**src/rtl/adder_pkg.sv**
```systemverilog
// Shared definitions for the multi-byte add sequencer and its neighbours.
//   BYTE_W      : width of one adder slice (8 bits)
//   seq_state_t : sequencer control states
//   idx_width() : bit width of the byte-index counter for a given byte count
package adder_pkg;

  localparam int BYTE_W = 8;

  typedef enum logic [1:0] {
    IDLE = 2'd0,
    RUN  = 2'd1,
    DONE = 2'd2
  } seq_state_t;

  // max(1, clog2(num_bytes)): a single-byte operand still needs a 1-bit index.
  function automatic int idx_width(input int num_bytes);
    return (num_bytes <= 2) ? 1 : $clog2(num_bytes);
  endfunction

endpackage

```
**src/rtl/multibyte_add_sequencer.sv**
```systemverilog
// Multi-byte adder sequencer: walks a wide addition through an external
// 8-bit adder one byte per cycle, least-significant byte first.
//
// Ports:
//   clk, rst              : clock (rising edge), asynchronous active-high reset
//   in_valid / in_ready   : request handshake; in_a, in_b, in_cin are operands
//   add_a, add_b, add_cin : drive the external 8-bit adder (zero outside RUN)
//   add_sum, add_cout     : combinational result of that adder, same cycle
//   out_valid / out_ready : result handshake
//   out_sum, out_cout     : assembled sum and carry out of the top byte
//   out_ovf               : two's-complement overflow of the full-width add
//   busy                  : high while an operation is running or waiting to retire
module multibyte_add_sequencer
  import adder_pkg::*;
#(
  parameter int NUM_BYTES = 4
) (
  input  logic                        clk,
  input  logic                        rst,
  input  logic                        in_valid,
  output logic                        in_ready,
  input  logic [BYTE_W*NUM_BYTES-1:0] in_a,
  input  logic [BYTE_W*NUM_BYTES-1:0] in_b,
  input  logic                        in_cin,
  output logic [BYTE_W-1:0]           add_a,
  output logic [BYTE_W-1:0]           add_b,
  output logic                        add_cin,
  input  logic [BYTE_W-1:0]           add_sum,
  input  logic                        add_cout,
  output logic                        out_valid,
  input  logic                        out_ready,
  output logic [BYTE_W*NUM_BYTES-1:0] out_sum,
  output logic                        out_cout,
  output logic                        out_ovf,
  output logic                        busy
);

  localparam int W        = BYTE_W * NUM_BYTES;
  localparam int IW       = idx_width(NUM_BYTES);
  localparam int NSLOT    = 1 << IW;
  localparam logic [IW-1:0] LAST_IDX = IW'(NUM_BYTES - 1);

  seq_state_t state_reg, state_next;

  logic [W-1:0]  a_reg, b_reg, result_reg, result_next;
  logic          cin_reg, carry_reg;
  logic [IW-1:0] idx_reg;
  logic          accept;

  // Byte views of the operands, padded to a power-of-two count so the
  // index counter addresses every slot without a range mismatch.
  logic [BYTE_W-1:0] a_bytes [NSLOT];
  logic [BYTE_W-1:0] b_bytes [NSLOT];

  generate
    for (genvar gi = 0; gi < NSLOT; gi++) begin : g_slot
      if (gi < NUM_BYTES) begin : g_real
        assign a_bytes[gi] = a_reg[gi*BYTE_W +: BYTE_W];
        assign b_bytes[gi] = b_reg[gi*BYTE_W +: BYTE_W];
      end else begin : g_pad
        assign a_bytes[gi] = '0;
        assign b_bytes[gi] = '0;
      end
    end
  endgenerate

  // Only the byte currently being added takes the adder's sum.
  generate
    for (genvar gi = 0; gi < NUM_BYTES; gi++) begin : g_res
      assign result_next[gi*BYTE_W +: BYTE_W] =
        (state_reg == RUN && idx_reg == IW'(gi)) ? add_sum
                                                 : result_reg[gi*BYTE_W +: BYTE_W];
    end
  endgenerate

  assign accept = in_valid && (state_reg == IDLE);

  // State register
  always_ff @(posedge clk or posedge rst) begin
    if (rst) begin
      state_reg <= IDLE;
    end else begin
      state_reg <= state_next;
    end
  end

  // Next state and handshake / adder-drive outputs
  always_comb begin
    state_next = state_reg;
    in_ready   = 1'b0;
    out_valid  = 1'b0;
    busy       = 1'b0;
    add_a      = '0;
    add_b      = '0;
    add_cin    = 1'b0;
    case (state_reg)
      IDLE: begin
        in_ready = 1'b1;
        if (in_valid) state_next = RUN;
      end
      RUN: begin
        busy    = 1'b1;
        add_a   = a_bytes[idx_reg];
        add_b   = b_bytes[idx_reg];
        add_cin = (idx_reg == '0) ? cin_reg : carry_reg;
        if (idx_reg == LAST_IDX) state_next = DONE;
      end
      DONE: begin
        busy      = 1'b1;
        out_valid = 1'b1;
        if (out_ready) state_next = IDLE;
      end
      default: state_next = IDLE;
    endcase
  end

  // Operand capture and byte-serial datapath
  always_ff @(posedge clk or posedge rst) begin
    if (rst) begin
      a_reg      <= '0;
      b_reg      <= '0;
      cin_reg    <= 1'b0;
      carry_reg  <= 1'b0;
      result_reg <= '0;
      idx_reg    <= '0;
    end else begin
      case (state_reg)
        IDLE: begin
          if (accept) begin
            a_reg      <= in_a;
            b_reg      <= in_b;
            cin_reg    <= in_cin;
            carry_reg  <= 1'b0;
            result_reg <= '0;
            idx_reg    <= '0;
          end
        end
        RUN: begin
          result_reg <= result_next;
          carry_reg  <= add_cout;
          // The last byte leaves the index parked; the FSM exits RUN instead.
          if (idx_reg != LAST_IDX) idx_reg <= idx_reg + IW'(1);
        end
        default: begin
        end
      endcase
    end
  end

  // Result outputs are meaningful only while out_valid is high.
  assign out_sum  = out_valid ? result_reg : '0;
  assign out_cout = out_valid && carry_reg;
  assign out_ovf  = out_valid && (a_reg[W-1] == b_reg[W-1]) &&
                    (result_reg[W-1] != a_reg[W-1]);

endmodule

```
**config.mk**
```make
export PLATFORM = sky130hd
export DESIGN_NAME = multibyte_add_sequencer
export DESIGN_NICKNAME = d
export VERILOG_FILES = /design/src/rtl/adder_pkg.sv /design/src/rtl/multibyte_add_sequencer.sv
export SDC_FILE = /design/constraint.sdc
export NUM_CORES = 1
export LEC_CHECK = 0
export ABC_AREA = 1
export CORE_ASPECT_RATIO = 0.75
export CORE_MARGIN = 8
export CORE_UTILIZATION = 35
export CTS_BUF_LIST = sky130_fd_sc_hd__clkbuf_8 sky130_fd_sc_hd__clkbuf_16
export CTS_CLUSTER_DIAMETER = 120
export CTS_CLUSTER_SIZE = 25
export DETAILED_ROUTE_END_ITERATION = 10
export GPL_ROUTABILITY_DRIVEN = 0
export MAX_ROUTING_LAYER = met4
export PLACE_DENSITY = 0.68
export SLEW_MARGIN = 40
export SYNTH_ARGS = -nofsm -noshare
export SYNTH_HDL_FRONTEND = slang
export SYNTH_SLANG_ARGS = --single-unit
```
**constraint.sdc**
```tcl
create_clock -name clk -period 3 [get_ports clk]
set_input_delay 0.45 -clock clk [delete_from_list [all_inputs] [get_ports clk]]
set_output_delay 0.45 -clock clk [all_outputs]
set_load 0.02 [all_outputs]
```
=== Yosys cells after proc, flatten, opt, wreduce, memory -nomap -nowiden ===
Cells that the tools add are included.

* Flip-flop bits (word level): 102
* Word-level logic and storage cells: 79
* Output and inout bits: 54

* Order comparisons: 1
* Equality and inequality tests: 17
* $add $sub $neg: 1
* Reduce and logical (&&, ||, !) cells: 20
* Bitwise logic cells: 1
* Mux-type cells: 29

{| class="wikitable"
|+ Operators by type and width
! kind !! count
|-
| two-way mux 8 bit || 10
|-
| two-way mux 32 bit || 2
|-
| one-hot mux 32 bit (2 select lines) || 1
|-
| binary-select mux 8 bit (select 2 bit) || 2
|-
| AND reduction 3 bit || 6
|-
| inequality test 2 x 1 -> 1 bit, second input constant || 6
|-
| two-way mux 2 bit || 5
|-
| logical AND 1 bit || 8
|-
| inequality test 2 bit, second input constant || 4
|-
| equality test 2 bit, second input constant || 3
|-
| two-way mux 1 bit || 6
|-
| one-hot mux 2 bit (3 select lines) || 1
|-
| equality test 2 x 1 -> 1 bit, second input constant || 2
|-
| logical NOT 2 bit || 2
|-
| one-hot mux 2 bit (2 select lines) || 1
|-
| AND reduction 2 bit || 2
|-
| >= comparator 3 bit, second input constant || 1
|-
| inverter 2 -> 3 bit || 1
|-
| adder 2 x 1 -> 2 bit, second input constant || 1
|-
| one-hot mux 1 bit (2 select lines) || 1
|-
| nonzero test 2 bit || 1
|-
| OR reduction 2 bit || 1
|-
| equality test 1 bit || 1
|-
| inequality test 1 bit || 1
|}

=== Logic depth before layout (Yosys ltp) ===
Gate-level depths: netlist (run 1).

* Word-level depth: 5
* Depth in mapped cells: 9
* Depth with buffers taken out: 7

=== Worst setup path after synthesis (run 1) ===
No wires, ideal clock.

* Kind: register -> output
* From: reg idx_reg[1]
* To: out add_cin
* Cell stages (with the launch flop): 8
* Arrival: 1.562 ns
* Required time: 2.550 ns
* Slack: 0.988 ns
* Cells stage by stage: dfrtp_1 > buf_2 > clkinv_1 > buf_2 > ha_1 > inv_1 > o21ai_0 > a21oi_1

* Word-level cells in the longest chain between the ends: 3

{| class="wikitable"
|+ RTL lines
! element !! line !! source
|-
| start, declared || multibyte_add_sequencer.sv:47 || <nowiki>logic [IW-1:0] idx_reg;</nowiki>
|-
| start signal, assigned || multibyte_add_sequencer.sv:142 || <nowiki>if (idx_reg != LAST_IDX) idx_reg <= idx_reg + IW'(1);</nowiki>
|-
| logical NOT 2 bit || multibyte_add_sequencer.sv:105 || <nowiki>add_cin = (idx_reg == '0) ? cin_reg : carry_reg;</nowiki>
|-
| two-way mux 1 bit || multibyte_add_sequencer.sv:105 ||
|-
| two-way mux 1 bit || multibyte_add_sequencer.sv:96 || <nowiki>case (state_reg)</nowiki>
|-
| end, declared || multibyte_add_sequencer.sv:27 || <nowiki>output logic add_cin,</nowiki>
|}

Every way passes these cells.

=== Worst setup path in the final report (run 1) ===
* From: reg state_reg[0]
* To: out out_sum[7]

* Word-level cells in the longest chain between the ends: 3

{| class="wikitable"
|+ RTL lines
! element !! line !! source
|-
| start, declared || multibyte_add_sequencer.sv:43 || <nowiki>seq_state_t state_reg, state_next;</nowiki>
|-
| start signal, assigned || multibyte_add_sequencer.sv:83 || <nowiki>state_reg <= state_next;</nowiki>
|-
| equality test 2 bit || multibyte_add_sequencer.sv:96 ||
|-
| two-way mux 1 bit || multibyte_add_sequencer.sv:96 ||
|-
| two-way mux 32 bit || multibyte_add_sequencer.sv:151 || <nowiki>assign out_sum = out_valid ? result_reg : '0;</nowiki>
|-
| end, declared || multibyte_add_sequencer.sv:32 || <nowiki>output logic [BYTE_W*NUM_BYTES-1:0] out_sum,</nowiki>
|}

Every way passes these cells.

==> impl_metrics.yaml, run 1 <==
sta:
  worstMarginPinSlew_ns: 0.6593
  setup_viol: 0
  min_period_ns: 2.713
  clock.fmax_mhz: 368.5
  rsz0062_at_grt: "no"
  fin_worst_skew_ns: 0.007006
  holdWs_ns: 0.4754
  hold_viol: 0
  slew_headroom_pct: 56.04
  setup_ws_ns: 0.2866
  tns_ns: 0
  final_max_slew_viol_count: 0
  fin_crit_sh_pct: 90.45
job:
  cap_violations: 0
power:
  power.leakage_nw: 3.615
  powerDensity_nw_per_um2: 970.0
  p_total_w: 0.006613
  peakVddDrop_mv: 0.3997
route:
  drc: 0
  routed_wl_mm: 14.32
  dr.pass1.iters: 4
  drtIter0Drc: 350
  drtAntennaViolNets: 0
  avgViaCountPerCell: 4.634
  vias: 4514
  wl_per_cell_um: 14.70
clocking:
  h-tree-depth: 3
  cts.sinks: 102
  cts_root_buffer: "clkbuf_16"
  hold_buffers: 0
  insertion_delay_ns: 0.35
  path_clk_slew_ns: 0.07
  cts_tree: "built"
  cts_max_path_buffers: 2
  cts_made_buffers: 9
synth:
  synth_xor_area_share_pct: 0
  synth_fa_ha_area_share_pct: 2.240
  synth_seq_cells: 102
  synthCells: 674
  synthSimpleGateAreaFrac_pct: 25.19
  synth.net_count: 761
  synth-compound-area-share_pct: 9.659
  synth_top_family_by_area: "simple AND/OR/NAND/NOR gates"
  seq_area_frac_synth_pct: 50.78
  synth.cell_area_sq_um: 5026
  avgSynthCellArea_sq_um: 7.457
  synth_cell_types: 17
  yosys_warnings: 0
  synth_mux_area_share_pct: 0
setup_path:
  crit_path_start: "state_reg[0]$_DFFE_PP0P_"
  cp-start-kind: "register"
  r2r-start: "state_reg[1]$_DFFE_PP0P_"
  worstPathArrival_ns: 2.26
  cp.required_ns: 2.55
  worstSetupEndpointType: "output pin"
  path_class: "reg2out"
  crit_fanout: 32
die:
  io_pins: 132
  initial_core_util_pct: 35.24
  rows: 38
  die_y_um: 119.8
  dieArea_sq_um: 18490
  core_area_sq_um: 14260
  die_x_um: 154.4
place:
  dp_hpwl_mm: 10.67
  dp_slack_ns: 0.5291
  io_buffers: 131
finish:
  nFillCells: 1422
  layout.nets: 876
  diodes: 0
  layout_commonest_cell: "nand2_1"
  layout-drive-gt1-share_pct: 4.030
  area_growth_pct: 35.65
  mostFrequentLayoutCells: "181 x nand2_1, 131 x clkdlybuf4s50_1, 114 x inv_1"
global_routing:
  grt_pass1_wl_mm: 23.03
  grt_pass1_vias: 4339
  grt.total_usage_pct: 16.10
  gr-total-overflow: 0
  grt_max_degree: 130
  antenna_found_initial: 0
worst_hold_path:
  worstHoldStart: "result_reg[1]$_DFFE_PP0P_"
  hp-class: "reg2reg"
status:
  status: "complete, no violations"
## cell usage after synthesis (all sizes together)
cell    count  area [sq um]
dfrtp     102          2552
or2         2         12.51
nand2     184         705.7
nand3      60         300.3
clkinv      2         7.510
o21ai      14         70.06
a21oi      83         415.4
clkbuf     18         67.56
buf        18         98.85
ha          9         112.6
inv       116         435.4
nor2       66         247.7
## what timing repair did
item / 4_1_cts / 5_1_grt
endpoints found under the setup margin: 0 / 1
buffers inserted: 0 / 0
resized for setup: 0 / 1
## kinds of logic after synthesis
kind of cell | count (synthesis)
simple gates | 312
buf+inv | 154
flops | 102
compound gates | 97
fa+ha+maj | 9
## report_power, final
part	switching, W	internal (W)	total [W]
sequential	0.000222	0.00199	0.00221
clock	0.000554	0.000667	0.00122
combinational	0.00206	0.00112	0.00318
total	0.00283	0.00378	0.00661
## stage by stage
step                utilization [%]  instances  cell area (sq um)
CTS                           47.77        974               6814
detailed placement            45.60        958               6504
global placement              45.60        958               6504
finish                        47.80        974               6818
global route                  47.80        974               6818
floorplan                         -        674               5030
## cell type report
cell class / instances / area [sq um] / share of cell area, %
Clock inverter: 7 / 85.08 / 1.248
Multi-Input combinational cell: 418 / 1876 / 27.51
Sequential cell: 102 / 2552 / 37.44
Tap cell: 180 / 225.2 / 3.303
Inverter: 118 / 450.4 / 6.607
Timing Repair Buffer: 140 / 1404 / 20.59
Clock buffer: 9 / 225.2 / 3.303
## path summary, 6_finish.rpt
kind	endpoint	slack, ns	depth (start not counted)
worst max-delay path	out_sum[7]	0.29	6
worst min-delay path	result_reg[1]$_DFFE_PP0P_	0.48	2
worst max register to register	result_reg[15]$_DFFE_PP0P_	0.96	8
worst min register to register	result_reg[1]$_DFFE_PP0P_	0.48	2
max in group asynchronous	a_reg[8]$_DFFE_PP0P_	1.98	3
min in group asynchronous	b_reg[31]$_DFFE_PP0P_	0.61	3
## metal layers
metal | vias to the layer above | global-route usage (%) | routed length, um | part of all wire, %
li1 | 2280 | - | - | -
met1 | 2104 | 23.64 | 7342 | 51
met2 | 115 | 21.80 | 6008 | 42
met3 | 15 | 3.305 | 764 | 5.3
met4 | 0 | 4.518 | 205 | 1.4
met5 | - | - | 0 | 0
## critical path, cell delays in order, from the launching register on
cell and delay, ns:
dfrtp_1 0.42, inv_1 0.13, ha_1 0.24, buf_4 0.33, nand2_1 0.12, inv_1 0.07, clkdlybuf4s50_1 0.60
Power figures use the tool's default switching activity.
==> inputs of run 2 (changes only) <==
--- a/config.mk
+++ b/config.mk
@@ -14,6 +14,7 @@
 export CTS_CLUSTER_SIZE = 25
 export DETAILED_ROUTE_END_ITERATION = 10
 export GPL_ROUTABILITY_DRIVEN = 0
+export HOLD_SLACK_MARGIN = 0.12
 export MAX_ROUTING_LAYER = met4
 export PLACE_DENSITY = 0.68
 export SLEW_MARGIN = 40
==> results of run 2 <==
No change in the layout: final DEF, timing and power equal those of run 1.
==> inputs of run 3 (changes only) <==
--- a/config.mk
+++ b/config.mk
@@ -10,7 +10,7 @@
 export CORE_MARGIN = 8
 export CORE_UTILIZATION = 35
 export CTS_BUF_LIST = sky130_fd_sc_hd__clkbuf_8 sky130_fd_sc_hd__clkbuf_16
-export CTS_CLUSTER_DIAMETER = 120
+export CTS_CLUSTER_DIAMETER = 40
 export CTS_CLUSTER_SIZE = 25
 export DETAILED_ROUTE_END_ITERATION = 10
 export GPL_ROUTABILITY_DRIVEN = 0
==> results of run 3 <==
No change in the layout: final DEF, timing and power equal those of run 1.
